--- src/rtl/hazard_ctrl_if.sv ---
// Hazard-controller signal bundle: pipeline-side fields in, hold/flush controls and status out.
// master = pipeline datapath, slave = hazard_ctrl.
interface hazard_ctrl_if;
    logic        id_valid;
    logic [4:0]  id_rs1;
    logic [4:0]  id_rs2;
    logic        id_uses_rs2;
    logic        ex_mem_read;
    logic [4:0]  ex_rd;
    logic        branch_taken;
    logic        mem_wait;

    logic        pc_write;
    logic        if_id_write;
    logic        if_id_flush;
    logic        id_ex_flush;
    logic        ex_mem_flush;
    logic        pipe_freeze;
    logic        mem_timeout;
    logic [31:0] stall_cycles;
    logic [31:0] flush_events;

    modport master (
        output id_valid, id_rs1, id_rs2, id_uses_rs2, ex_mem_read, ex_rd,
               branch_taken, mem_wait,
        input  pc_write, if_id_write, if_id_flush, id_ex_flush, ex_mem_flush,
               pipe_freeze, mem_timeout, stall_cycles, flush_events
    );

    modport slave (
        input  id_valid, id_rs1, id_rs2, id_uses_rs2, ex_mem_read, ex_rd,
               branch_taken, mem_wait,
        output pc_write, if_id_write, if_id_flush, id_ex_flush, ex_mem_flush,
               pipe_freeze, mem_timeout, stall_cycles, flush_events
    );
endinterface

--- src/rtl/hazard_ctrl.sv ---
// Pipeline hazard controller: freeze > branch flush > load-use bubble > run, plus a memory-wait
// watchdog. Optional performance counters are built when HAZARD_PERF_CNT_EN is defined.
module hazard_ctrl #(
    parameter int MAX_WAIT = 15
) (
    input  logic          clk,
    input  logic          reset,
    hazard_ctrl_if.slave  hz
);

    localparam int CNT_W = $clog2(MAX_WAIT + 1);

    typedef enum logic [1:0] {
        ST_RUN    = 2'd0,
        ST_WAIT   = 2'd1,
        ST_STALL  = 2'd2,
        ST_SHADOW = 2'd3
    } state_t;

    state_t           state_q, state_d;
    logic [CNT_W-1:0] wait_cnt_q, wait_cnt_d;
    logic             mem_timeout_q, mem_timeout_d;

    logic lu;
    logic frz_act, br_act, lu_act;
    logic pc_write, if_id_write, if_id_flush, id_ex_flush, ex_mem_flush, pipe_freeze;

    assign lu = hz.ex_mem_read && (hz.ex_rd != 5'd0) && hz.id_valid &&
                ((hz.ex_rd == hz.id_rs1) || (hz.id_uses_rs2 && (hz.ex_rd == hz.id_rs2)));

    // A branch seen in the cycle right after an accepted one comes from a flushed slot.
    assign frz_act = hz.mem_wait;
    assign br_act  = !frz_act && hz.branch_taken && (state_q != ST_SHADOW);
    assign lu_act  = !frz_act && !br_act && lu;

    always_comb begin
        // NOTE: every output gets a default first so no path through this block infers a latch.
        pc_write     = 1'b0;
        if_id_write  = 1'b0;
        if_id_flush  = 1'b0;
        id_ex_flush  = 1'b0;
        ex_mem_flush = 1'b0;
        pipe_freeze  = 1'b0;
        state_d      = ST_RUN;

        if (frz_act) begin
            pipe_freeze = 1'b1;
            state_d     = ST_WAIT;
        end else if (br_act) begin
            pc_write     = 1'b1;
            if_id_write  = 1'b1;
            if_id_flush  = 1'b1;
            id_ex_flush  = 1'b1;
            ex_mem_flush = 1'b1;
            state_d      = ST_SHADOW;
        end else if (lu_act) begin
            id_ex_flush = 1'b1;
            state_d     = ST_STALL;
        end else begin
            pc_write    = 1'b1;
            if_id_write = 1'b1;
        end

        // Hold everything quiet while reset is asserted.
        if (reset) begin
            pc_write     = 1'b0;
            if_id_write  = 1'b0;
            if_id_flush  = 1'b0;
            id_ex_flush  = 1'b0;
            ex_mem_flush = 1'b0;
            pipe_freeze  = 1'b0;
        end
    end

    always_comb begin
        wait_cnt_d    = '0;
        mem_timeout_d = mem_timeout_q;
        if (hz.mem_wait) begin
            if (wait_cnt_q == CNT_W'(MAX_WAIT)) begin
                wait_cnt_d    = wait_cnt_q;
                mem_timeout_d = 1'b1;
            end else begin
                wait_cnt_d = wait_cnt_q + CNT_W'(1);
            end
        end
    end

    always_ff @(posedge clk or posedge reset) begin
        if (reset) begin
            // NOTE: sequential state uses non-blocking assignments so every flop samples pre-edge values.
            state_q       <= ST_RUN;
            wait_cnt_q    <= '0;
            mem_timeout_q <= 1'b0;
        end else begin
            state_q       <= state_d;
            wait_cnt_q    <= wait_cnt_d;
            mem_timeout_q <= mem_timeout_d;
        end
    end

`ifdef HAZARD_PERF_CNT_EN
    logic [31:0] stall_cycles_q, stall_cycles_d;
    logic [31:0] flush_events_q, flush_events_d;

    always_comb begin
        stall_cycles_d = stall_cycles_q + ((frz_act || lu_act) ? 32'd1 : 32'd0);
        flush_events_d = flush_events_q + (br_act ? 32'd1 : 32'd0);
    end

    always_ff @(posedge clk or posedge reset) begin
        if (reset) begin
            stall_cycles_q <= '0;
            flush_events_q <= '0;
        end else begin
            stall_cycles_q <= stall_cycles_d;
            flush_events_q <= flush_events_d;
        end
    end

    assign hz.stall_cycles = stall_cycles_q;
    assign hz.flush_events = flush_events_q;
`else
    assign hz.stall_cycles = 32'd0;
    assign hz.flush_events = 32'd0;
`endif

    assign hz.pc_write     = pc_write;
    assign hz.if_id_write  = if_id_write;
    assign hz.if_id_flush  = if_id_flush;
    assign hz.id_ex_flush  = id_ex_flush;
    assign hz.ex_mem_flush = ex_mem_flush;
    assign hz.pipe_freeze  = pipe_freeze;
    assign hz.mem_timeout  = mem_timeout_q;

endmodule

--- src/flat_wrapper.sv ---
// flat-port wrapper written by rule: the top's interface ports become plain ports
module hazard_ctrl_flat 
#(
    parameter int MAX_WAIT = 15
)
  (clk, reset, hz_id_valid, hz_id_rs1, hz_id_rs2, hz_id_uses_rs2, hz_ex_mem_read, hz_ex_rd, hz_branch_taken, hz_mem_wait, hz_pc_write, hz_if_id_write, hz_if_id_flush, hz_id_ex_flush, hz_ex_mem_flush, hz_pipe_freeze, hz_mem_timeout, hz_stall_cycles, hz_flush_events);
  hazard_ctrl_if hz_i ();
  input  logic clk;
  input  logic reset;
  input wire logic [$bits(hz_i.id_valid)-1:0] hz_id_valid;
  input wire logic [$bits(hz_i.id_rs1)-1:0] hz_id_rs1;
  input wire logic [$bits(hz_i.id_rs2)-1:0] hz_id_rs2;
  input wire logic [$bits(hz_i.id_uses_rs2)-1:0] hz_id_uses_rs2;
  input wire logic [$bits(hz_i.ex_mem_read)-1:0] hz_ex_mem_read;
  input wire logic [$bits(hz_i.ex_rd)-1:0] hz_ex_rd;
  input wire logic [$bits(hz_i.branch_taken)-1:0] hz_branch_taken;
  input wire logic [$bits(hz_i.mem_wait)-1:0] hz_mem_wait;
  output wire logic [$bits(hz_i.pc_write)-1:0] hz_pc_write;
  output wire logic [$bits(hz_i.if_id_write)-1:0] hz_if_id_write;
  output wire logic [$bits(hz_i.if_id_flush)-1:0] hz_if_id_flush;
  output wire logic [$bits(hz_i.id_ex_flush)-1:0] hz_id_ex_flush;
  output wire logic [$bits(hz_i.ex_mem_flush)-1:0] hz_ex_mem_flush;
  output wire logic [$bits(hz_i.pipe_freeze)-1:0] hz_pipe_freeze;
  output wire logic [$bits(hz_i.mem_timeout)-1:0] hz_mem_timeout;
  output wire logic [$bits(hz_i.stall_cycles)-1:0] hz_stall_cycles;
  output wire logic [$bits(hz_i.flush_events)-1:0] hz_flush_events;
  assign hz_i.id_valid = hz_id_valid;
  assign hz_i.id_rs1 = hz_id_rs1;
  assign hz_i.id_rs2 = hz_id_rs2;
  assign hz_i.id_uses_rs2 = hz_id_uses_rs2;
  assign hz_i.ex_mem_read = hz_ex_mem_read;
  assign hz_i.ex_rd = hz_ex_rd;
  assign hz_i.branch_taken = hz_branch_taken;
  assign hz_i.mem_wait = hz_mem_wait;
  assign hz_pc_write = hz_i.pc_write;
  assign hz_if_id_write = hz_i.if_id_write;
  assign hz_if_id_flush = hz_i.if_id_flush;
  assign hz_id_ex_flush = hz_i.id_ex_flush;
  assign hz_ex_mem_flush = hz_i.ex_mem_flush;
  assign hz_pipe_freeze = hz_i.pipe_freeze;
  assign hz_mem_timeout = hz_i.mem_timeout;
  assign hz_stall_cycles = hz_i.stall_cycles;
  assign hz_flush_events = hz_i.flush_events;
  hazard_ctrl #(.MAX_WAIT(MAX_WAIT)) u_core (.clk(clk), .reset(reset), .hz(hz_i));
endmodule
--- config.mk ---
export PLATFORM = sky130hd
export DESIGN_NAME = hazard_ctrl_flat
export DESIGN_NICKNAME = d
export VERILOG_FILES = /design/src/rtl/hazard_ctrl_if.sv /design/src/rtl/hazard_ctrl.sv /design/src/flat_wrapper.sv
export SDC_FILE = /design/constraint.sdc
export NUM_CORES = 1
export LEC_CHECK = 0
export ABC_AREA = 1
export CORE_UTILIZATION = 29
export CTS_BUF_LIST = sky130_fd_sc_hd__clkbuf_8
export CTS_CLUSTER_SIZE = 8
export DETAILED_ROUTE_END_ITERATION = 12
export PLACE_DENSITY = 0.84
export SETUP_SLACK_MARGIN = 0.4
export SYNTH_ARGS = -nofsm -noshare
export SYNTH_HDL_FRONTEND = slang
export SYNTH_SLANG_ARGS = --single-unit
--- constraint.sdc ---
create_clock -name clk -period 1.3 [get_ports clk]
set_clock_uncertainty 0.2 [all_clocks]
set_input_delay 0.13 -clock clk [delete_from_list [all_inputs] [get_ports clk]]
set_output_delay 0.13 -clock clk [all_outputs]
set_load 0.005 [all_outputs]
# [Yosys cells after proc, flatten, opt, wreduce, memory -nomap -nowiden]
# Cells that the tools add are included.
[classes] addsub=1 n_eq_ne=5 n_mux=18 reduce_logical=13
[op_table] operator="$mux 1" n=13
[op_table] operator="$eq 5x5->1" n=2
[op_table] operator="$logic_and 1x1->1" n=8
[op_table] operator="$mux 4" n=2
[op_table] operator="$mux 2" n=3
[op_table] operator="$reduce_bool 5->1" n=1
[op_table] operator="$add 4x1->4 const B" n=1
[op_table] operator="$eq 4x4->1 const B" n=1
[op_table] operator="$ne 2x2->1 const B" n=2
[op_table] operator="$logic_not 1->1" n=2
[op_table] operator="$reduce_and 2->1" n=1
[op_table] operator="$logic_or 1x1->1" n=1
[totals] ff_bits=7 input_bits=22 output_inout_bits=71 wordCells=40

# [Longest topological paths before layout]
# Gate-level depths: netlist of run 1.
[logic_depth] ltp_word=10 depth_mapped=10 mapped_depth_nobuf=9

# [Least setup slack after synthesis of run 1]
# Ideal clock, no wire load.
[synth_timing] kind="reg2out" from="reg u_core.state_q[0]" to="out hz_pc_write" arrival_ns=0.995 required_time_ns=0.970 path_slack_ns=-0.025 path_stages_with_launch=9 path_buffers=1 path_cell_list="dfrtp_1 > nand2_1 > a21oi_1 > nand3_1 > nor2_1 > nand2_2 > nand2_1 > nor2_1 > buf_4"
[synth_via] elab_chain_cells=9
[synth_lines] item="from (decl)" line_no="hazard_ctrl.sv:20" source="state_t state_q, state_d;"
[synth_lines] item="from (signal assigned)" line_no="hazard_ctrl.sv:95" source="state_q <= state_d;"
[synth_lines] item="$ne 2x2->1 *" line_no="hazard_ctrl.sv:33" source="assign br_act = !frz_act && hz.branch_taken && (state_q != ST_SHADOW);"
[synth_lines] item="$logic_and 1x1->1 *" line_no="hazard_ctrl.sv:33"
[synth_lines] item="$logic_not 1->1" line_no="hazard_ctrl.sv:34" source="assign lu_act = !frz_act && !br_act && lu;"
[synth_lines] item="$logic_and 1x1->1 (2 in series)" line_no="hazard_ctrl.sv:34"
[synth_lines] item="$mux 1"
[synth_lines] item="$mux 1 * (3 in series)"
[synth_lines] item="to (decl)" line_no="flat_wrapper.sv:18" source="output wire logic [$bits(hz_i.pc_write)-1:0] hz_pc_write;"
# Every way passes the cells marked *; elsewhere a longest branch is shown, timed or not.

# [Worst setup path in the final report of run 1]
[layout_timing] from="reg u_core.state_q[1]" to="out hz_if_id_write"
[layout_via] elab_chain_cells=9
[layout_lines] item="$ne 2x2->1 *" line_no="hazard_ctrl.sv:33"
[layout_lines] item="$logic_and 1x1->1 *" line_no="hazard_ctrl.sv:33"
[layout_lines] item="$logic_not 1->1" line_no="hazard_ctrl.sv:34"
[layout_lines] item="$logic_and 1x1->1 (2 in series)" line_no="hazard_ctrl.sv:34"
[layout_lines] item="$mux 1" line_no="hazard_ctrl.sv:56" source="end else if (lu_act) begin"
[layout_lines] item="$mux 1 *" line_no="hazard_ctrl.sv:49" source="end else if (br_act) begin"
[layout_lines] item="$mux 1 *" line_no="hazard_ctrl.sv:46" source="if (frz_act) begin"
[layout_lines] item="$mux 1 *" line_no="hazard_ctrl.sv:65" source="if (reset) begin"
[layout_lines] item="to (decl)" line_no="flat_wrapper.sv:19" source="output wire logic [$bits(hz_i.if_id_write)-1:0] hz_if_id_write;"
# Marked as above.

==> metrics.yaml, run 1 <==
logic_synthesis:
  synth_compound_area_share_pct: 4.59
  async_flop_share_pct: 100
  ys_ff_latch: 7
  synth_top_family_by_area: "buffers and inverters"
  synth_simple_gate_area_share_pct: 20.9
  synth_cell_type_count: 19
  yosysTopAreaCell: "buf_4"
  ys_top_cells_by_count: "buf_4, nand2_1, inv_1"
  syn_area_um2: 1030
  synthMuxAreaShare_pct: 0
  yosysMostFrequentCell: "buf_4"
  synth_cells: 157
  synthAdderAreaFrac_pct: 1.21
  synth_flop_cell: "dfrtp_1"
  synth-xor-area-share_pct: 0.846
  synth_area_leaders: "buf_4, dfrtp_1, nand2_1"
  synth_edf_count: 0
  ys_seq_area_share_pct: 16.9
  synth_warnings: 0
  avgSynthCellArea_um2: 6.59
  netlist.area_leader.share_pct: 47.9
finish:
  area_delta_synth_final_pct: 27.6
  fin_cells: 243
  diodes: 0
  drive_above_1_share_pct: 25.4
  nets: 221
floorplan:
  pin_count: 93
  fp.coreArea_um2: 3390
  die_y_um: 61.7
  dieArea_um2: 3810
  initial_core_util_pct: 30.5
  rows: 21
  fp.dieW_um: 61.7
timing:
  finalCriticalPeriod_ps: 1630
  setup_viol: 5
  maxSlewViolCount: 0
  grt_setup_unrepaired: "true"
  finalHoldViolCount: 0
  max_freq_mhz: 613
  period_share_pct: 125
  layout_setup_ws_ps: -330
drt:
  dr.pass1.iters: 4
  vias_per_cell: 3.54
  num_vias: 861
  wl_um: 1890
  ant_nets: 0
  drt_iter0_markers: 24
  post_drt_wl_per_cell_um: 7.79
  drc: 0
setup_path:
  critical_path.cell_chain: "nand2_2, a21oi_4, nand3_1, nor2_1, nand2_2, nand2_1, nor2_2, buf_2"
  cp.arrival_ps: 1300
  startpoint_type: "flip-flop"
  crit_type: "reg -> out"
  r2r_cells: 4
  timing.rr.start: "u_core.wait_cnt_q[0]"
  required_ps: 970
  reg2reg_to: "u_core.wait_cnt_q[0]"
  rrSetupSlack_ps: 40
  worstSetupEndpointType: "output port"
  slowest_delay_ps: 340
  cp_max_fo: 3
  cpMostUsedCell: "nand2_2"
  critPathSlowestCell: "dfrtp_1"
hold_path:
  hp-start: "hz_mem_wait"
  min_path_type: "in -> reg"
  hold_end: "u_core.wait_cnt_q[2]"
  worstHoldPathCells: 4
power:
  p_leak_nw: 0.791
  power_mw: 0.790
  p_per_area_nw_per_um2: 598
  irDropWorstVdd_uv: 224
clocking:
  clock_sinks: 7
  htreeDepth: 1
  clk_pin_slew_worst_paths_ps: 40
  cts_tree: "yes"
  worstSkewPairLatency_ps: 220
  clock_path_buffers: 2
  cts_root_buf: "clkbuf_8"
  cts_made_buffers: 3
outcome:
  status: "complete, but fails checks"
  violations: "negative setup slack"
placement:
  pre_cts_slack_ps: -837
  port_buffers: 28
  gp_congestion: 0.768
  dp.final_hpwl_um: 1480
  dp.cells: 233
global_route:
  overflow: 0
  grt_usage_pct: 8.26
  grt_antenna_before_repair: 0
  grt_pass1_wl_um: 2390
  grt_pass1_vias: 608
  grt_start_max_net_pins: 8
job:
  drv_cap: 0
## repair_timing
action,CTS,global route
endpoints found under the setup margin,14,18
endpoints found under the hold margin,7,0
buffers inserted,3,2
hold buffers,1,0
pin swaps,14,10
gates resized for setup,63,10
## sequential cells by signal, indices dropped and copies added (netlist names)
signal	flops
u_core.hz.mem_timeout	1
u_core.state_q	2
u_core.wait_cnt_q	4
## per-layer routing
metal	vias up	track usage, %	share of wire (%)
li1	425	-	-
met1	382	8.19	35
met2	52	16.9	55
met3	2	1.24	8.4
met4	0	3.17	0.63
met5	-	0	0
## cell type report
type | instances | area [um2]
fillers | 362 | 2070
multi-input cells | 127 | 632
repair buffers | 39 | 330
flip-flops and latches | 7 | 179
inverters | 20 | 76.3
well taps | 46 | 57.6
clock buffers | 3 | 41.3
clock inverters | 1 | 3.75
## kinds of logic after synthesis
logic type,Yosys count
compound gates,8
xor+xnor,1
fa+ha+maj,1
buf+inv,86
flops,7
other cells,1
simple gates,53
## critical path: cells and delay by family (launching register included)
kind | cells | cell delay (ps)
compound gates | 1 | 130
buf+inv | 1 | 120
flops | 1 | 340
simple gates | 6 | 480
## power by group
group	leakage, nW	switching, mW	total [mW]	internal, mW
clock network	0.0269	0.0794	0.282	0.203
logic	0.683	0.143	0.259	0.117
registers	0.0814	0.0166	0.248	0.232
total	0.791	0.239	0.790	0.551
## placed cells by master (no fill, tap or decap), types with 7 or more instances in the layout
cell,instances
nor2_1,8
buf_4,8
inv_2,7
conb_1,64
dlygate4sd2_1,11
nand2_1,30
buf_2,8
inv_1,13
## worst max path at each step
stage                                 start              to  cells after the start
after global routing      u_core.state_q[1]     hz_pc_write                      8
after floorplan           u_core.state_q[0]     hz_pc_write                      8
after detailed placement        hz_ex_rd[3]  hz_if_id_write                      9
after CTS                 u_core.state_q[1]  hz_if_id_write                      8
final                     u_core.state_q[1]  hz_if_id_write                      8
after global placement          hz_ex_rd[0]  hz_id_ex_flush                     10
## metrics by stage
step	util (%)	TNS, ps	area (um2)	hold slack, ps
detailed placement	35.0	-4430	1180	279
floorplan	-	-4.33	1310	-267
CTS	37.4	-1310	1270	83.0
global placement	35.0	-4260	1180	249
finish	38.9	-1440	1320	95.9
global route	38.9	-1780	1320	99.4
(Power assumes the default switching activity.)
==> inputs of run 2 (changes only) <==
--- a/config.mk
+++ b/config.mk
@@ -6,6 +6,7 @@
 export NUM_CORES = 1
 export LEC_CHECK = 0
 export ABC_AREA = 1
+export CORE_MARGIN = 10
 export CORE_UTILIZATION = 29
 export CTS_BUF_LIST = sky130_fd_sc_hd__clkbuf_8
 export CTS_CLUSTER_SIZE = 8
==> run 2 against run 1 <==
Compared with the run above: the flow finishes with violations (negative hold slack, negative setup slack); die area rose by 67%; critical path depth fell by 1; cell count rose by 0.82%; worst hold slack got worse by 410 ps; utilization rose by 0.52 points; power rose by 1.2%; via count rose by 0.23%; register-to-register slack got worse by 110 ps; sequential share of layout area fell by 0.46 points; critical path type unchanged; sequential power fell by 2%; fmax rose by 1.1%; global-route usage fell by 1.3 points.
==> metrics.yaml, run 2 (same netlist as run 1, synthesis figures left out) <==
setup_path:
  critPathSlowestCell: "dfrtp_1"
  cp_max_fo: 3
  crit_type: "reg -> out"
  critical_path.cell_chain: "nand2_2, a21oi_2, nand3_1, nor2_2, nand2_2, a21oi_2, buf_2"
  startpoint_type: "flip-flop"
  cp_num_buf_inv: 1
  worstSetupEndpointType: "output port"
  cp.arrival_ps: 1280
  required_ps: 970
  slowest_delay_ps: 330
  cp_top_family: "simple AND/OR/NAND/NOR gates"
power:
  p_per_area_nw_per_um2: 598
  irDropWorstVdd_uv: 234
  power_mw: 0.800
  p_leak_nw: 0.839
drt:
  wl_um: 2680
  drt_iter0_markers: 6
  post_drt_wl_per_cell_um: 10.9
  vias_per_cell: 3.52
  dr.pass1.iters: 4
  ant_nets: 0
  drc: 0
  num_vias: 863
finish:
  regMostFlops: "u_core.wait_cnt_q"
  largest_register_ffs: 4
  drive_above_1_share_pct: 25.1
  diodes: 0
  nFillCells: 358
  area_delta_synth_final_pct: 29.3
  fin_area_um2: 1340
  final-seq-area_um2: 175
  nets: 223
  multi_input_area_um2: 609
  layout_commonest_cell: "conb_1"
  layout_common_cells: "conb_1, nand2_1, inv_1, buf_4"
global_route:
  overflow: 0
  grt_pass1_vias: 905
  grt_usage_pct: 6.93
  grt_antenna_before_repair: 0
  grt_pass1_wl_um: 3680
  grt_start_max_net_pins: 8
floorplan:
  fp.coreArea_um2: 3390
  pin_count: 93
  die_y_um: 79.7
  rows: 21
  fp.dieW_um: 79.7
  dieArea_um2: 6360
  initial_core_util_pct: 30.5
clocking:
  clock_sinks: 7
  cts_root_buf: "clkbuf_8"
  clock_path_buffers: 2
  htreeDepth: 1
  worstSkewPairLatency_ps: 220
  clk_pin_slew_worst_paths_ps: 40
  cts_tree: "yes"
  cts_made_buffers: 3
timing:
  hold_ws_ps: -313
  period_share_pct: 124
  max_freq_mhz: 620
  finalCriticalPeriod_ps: 1610
  setup_viol: 6
  maxSlewViolCount: 0
  grt_setup_unrepaired: "true"
  finalHoldViolCount: 10
  layout_setup_ws_ps: -312
job:
  drv_cap: 0
placement:
  gp_congestion: 0.776
  placed_cell_area_um2: 1160
  dp.final_hpwl_um: 2220
  port_buffers: 28
hold_path:
  min_path_type: "in -> async"
outcome:
  violations: "negative hold slack, negative setup slack"
  status: "complete, but fails checks"
==> run 2: changes by cell type in the layout (fill, tap and decap cells not counted), sizes merged <==
cell,before,now
dlygate4sd2,11,7
dlymetal6s2s,4,8
buf,19,22
dlygate4sd3,1,0
==> run 2: area by class of cell <==
| class | count | area share, % |
|---|---|---|
| clock buffer | 3 | 3.09 |
| multi-input combinational | 127 | 45.6 |
| clock inverter | 1 | 0.281 |
| inverter | 20 | 6.55 |
| sequential | 7 | 13.1 |
| timing repair buffer | 41 | 27.1 |
| tap | 46 | 4.30 |
==> run 2: per-layer routing <==
layer  wire [um]  vias up  global-route usage, %
li1            -      428                      -
met1        1030      385                   6.60
met2        1400       50                   13.8
met5           0        -                      0
met4           0        0                   2.11
met3         250        0                   1.91
==> run 2: worst reg2reg max path, stage by stage (launching register included) <==
cell,delay (ps)
dfrtp_1,330
nand2_2,70
a21oi_2,150
nand3_1,100
nor2_2,100
nand2_2,80
buf_4,130
buf_4,120
nand2_2,40
==> run 2: repair_timing <==
action                                 4_1_cts  5_1_grt
setup endpoints to repair                   14       14
endpoints found under the hold margin       10       10
buffers inserted                             5        6
pin swaps                                   13       18
gates resized for setup                     54       22
==> run 2: report_power, final <==
group	total (mW)	internal, mW	switching [mW]
clock network	0.285	0.203	0.0824
logic	0.271	0.121	0.150
registers	0.244	0.231	0.0130
==> run 2: metrics by stage <==
step | TNS [ps] | hold WS, ps | util, % | cells | setup slack (ps)
3_3_place_gp | -4510 | 248 | 34.3 | 230 | -800
2_1_floorplan | -4.33 | -267 | - | 220 | -4.33
5_1_grt | -2000 | -288 | 39.5 | 245 | -415
3_5_place_dp | -4660 | 265 | 34.3 | 230 | -813
4_1_cts | -1320 | -219 | 36.5 | 239 | -344
6_report | -1470 | -313 | 39.5 | 245 | -312
==> run 2: path summary, 6_finish.rpt <==
path                                        from  cells past startpoint               endpoint  slack [ps]
max                            u_core.state_q[0]                      7         hz_id_ex_flush        -310
min                                        reset                      2   u_core.wait_cnt_q[0]        -310
max reg2reg                    u_core.state_q[0]                      8      u_core.state_q[1]         -70
min reg2reg                u_core.hz.mem_timeout                      3  u_core.hz.mem_timeout         350
max in group asynchronous                  reset                      2   u_core.wait_cnt_q[3]        1000
min in group clk                     hz_mem_wait                      3   u_core.wait_cnt_q[2]         -40
==> inputs of run 3 (changes only) <==
--- a/config.mk
+++ b/config.mk
@@ -7,11 +7,11 @@
 export LEC_CHECK = 0
 export ABC_AREA = 1
 export CORE_MARGIN = 10
-export CORE_UTILIZATION = 29
+export CORE_UTILIZATION = 35
 export CTS_BUF_LIST = sky130_fd_sc_hd__clkbuf_8
 export CTS_CLUSTER_SIZE = 8
 export DETAILED_ROUTE_END_ITERATION = 12
-export PLACE_DENSITY = 0.84
+export PLACE_DENSITY = 0.94
 export SETUP_SLACK_MARGIN = 0.4
 export SYNTH_ARGS = -nofsm -noshare
 export SYNTH_HDL_FRONTEND = slang
==> constraint.sdc (replaced) <==
create_clock -name clk -period 1.9 [get_ports clk]
set_clock_uncertainty 0.2 [all_clocks]
set_input_delay 0.19 -clock clk [delete_from_list [all_inputs] [get_ports clk]]
set_output_delay 0.19 -clock clk [all_outputs]
set_load 0.005 [all_outputs]
==> run 3 against run 2 <==
Compared with the run above: the run now ends clean; register-to-register slack better by 540 ps; via count fell by 0.93%; critical path type unchanged; worst hold slack gained 590 ps; count of clock-buffer cells in the layout did not move; global-route usage grew 0.58 points.
==> metrics.yaml, run 3 (same netlist as run 1, synthesis figures left out) <==
power:
  power_mw: 0.527
  p_leak_nw: 0.767
  p_per_area_nw_per_um2: 432
  irDropWorstVdd_uv: 460
outcome:
  status: "finished, final reports clean"
floorplan:
  die_y_um: 74.4
  pin_count: 93
  fp.coreArea_um2: 2780
  fp.dieW_um: 74.4
  rows: 19
  dieArea_um2: 5530
  initial_core_util_pct: 37.2
setup_path:
  cp_top_family: "simple AND/OR/NAND/NOR gates"
  cp.arrival_ps: 1310
  slowest_delay_ps: 340
  crit_type: "reg -> out"
  rrSetupSlack_ps: 470
  timing.rr.start: "u_core.state_q[1]"
  startpoint_type: "flip-flop"
  r2r_cells: 8
  crit_cells: 8
  reg2reg_to: "u_core.state_q[1]"
  worstSetupEndpointType: "output port"
  critPathSlowestCell: "dfrtp_1"
  required_ps: 1510
  cp_num_buf_inv: 1
  cp_max_fo: 3
  critical_path.cell_chain: "nand2_2, a21oi_2, nand3_1, nor2_1, nand2_2, nand2_1, nor2_1, buf_2"
finish:
  nFillCells: 280
  drive_above_1_share_pct: 15.7
  largest_register_ffs: 4
  diodes: 0
  area_delta_synth_final_pct: 17.9
  layout_commonest_cell: "conb_1"
  regMostFlops: "u_core.wait_cnt_q"
  nets: 221
  post-route-util_pct: 43.9
  layout_common_cells: "conb_1, nand2_1, dlygate4sd2_1, inv_1"
drt:
  dr.pass1.iters: 5
  ant_nets: 0
  drc: 0
  drt_iter0_markers: 45
  post_drt_wl_per_cell_um: 10.9
  vias_per_cell: 3.75
  wl_um: 2490
  num_vias: 855
global_route:
  grt_pass1_wl_um: 3440
  grt_start_max_net_pins: 8
  grt_antenna_before_repair: 0
  grt_usage_pct: 7.51
  overflow: 0
  grt_pass1_vias: 820
timing:
  finalHoldViolCount: 0
  maxSlewViolCount: 0
  setup_viol: 0
  period_share_pct: 89.3
  finalCriticalPeriod_ps: 1700
  grt_setup_unrepaired: "true"
  max_freq_mhz: 589
  hold_ws_ps: 275
placement:
  dp.final_hpwl_um: 2190
  port_buffers: 28
  gp_congestion: 0.783
clocking:
  cts_root_buf: "clkbuf_8"
  clk_pin_slew_worst_paths_ps: 40
  cts_tree: "yes"
  clock_path_buffers: 2
  worstSkewPairLatency_ps: 230
  clock_sinks: 7
  htreeDepth: 1
  cts_made_buffers: 3
hold_path:
  hold_end: "u_core.hz.mem_timeout"
  worstHoldPathCells: 2
  min_path_type: "reg -> reg"
  hp-start: "u_core.hz.mem_timeout"
job:
  drv_cap: 0
[run 3: report_power, final]
group          total, mW  switching [mW]  leakage, nW  internal (mW)
Clock              0.200          0.0610       0.0269          0.139
Combinational      0.163          0.0947        0.655         0.0678
Sequential         0.164         0.00620       0.0856          0.158
Total              0.527           0.162        0.767          0.365
[run 3: timing repair]
item,4_1_cts,5_1_grt
hold buffers,0,1
pin swaps,8,4
hold endpoints to repair,0,7
gates resized for setup,42,7
setup endpoints to repair,6,6
buffers inserted,3,2
[run 3: worst min-delay path, cell delays in order (launching register included)]
cell     delay [ps]
dfrtp_1         340
inv_1            40
nand2_1          60
[run 3: metal layers]
metal  up-vias  track usage, %  wire length [um]
met5         -               0                 0
met4         0            1.22                 0
met3         0            3.46               357
met2        62            14.8              1300
met1       366            6.88               838
li1        427               -                 -
[run 3: how the worst max path moves through the flow]
stage	startpoint	end	slack [ps]
2_1_floorplan	u_core.state_q[0]	hz_pc_write	510
3_3_place_gp	hz_ex_rd[4]	hz_if_id_write	-330
3_5_place_dp	hz_ex_rd[4]	hz_pc_write	-370
4_1_cts	u_core.state_q[0]	hz_pc_write	230
5_1_grt	u_core.state_q[0]	hz_if_id_write	130
6_report	u_core.state_q[1]	hz_if_id_write	200
[run 3: per-stage QoR]
stage / instances / setup slack (ps) / TNS, ps / instance area, um2
floorplan: 220 / 515 / 0 / 1270
global placement: 218 / -331 / -1460 / 1130
detailed placement: 218 / -368 / -1600 / 1130
CTS: 225 / 225 / 0 / 1190
global route: 228 / 128 / 0 / 1220
finish: 228 / 203 / 0 / 1220
[run 3: layout make-up]
class	instances	area [um2]	area share, %
Clock inverter	1	3.75	0.308
Sequential cell	7	175	14.4
Timing Repair Buffer	39	325	26.7
Inverter	20	78.8	6.46
Multi-Input combinational cell	127	557	45.6
Clock buffer	3	41.3	3.38
Tap cell	31	38.8	3.18
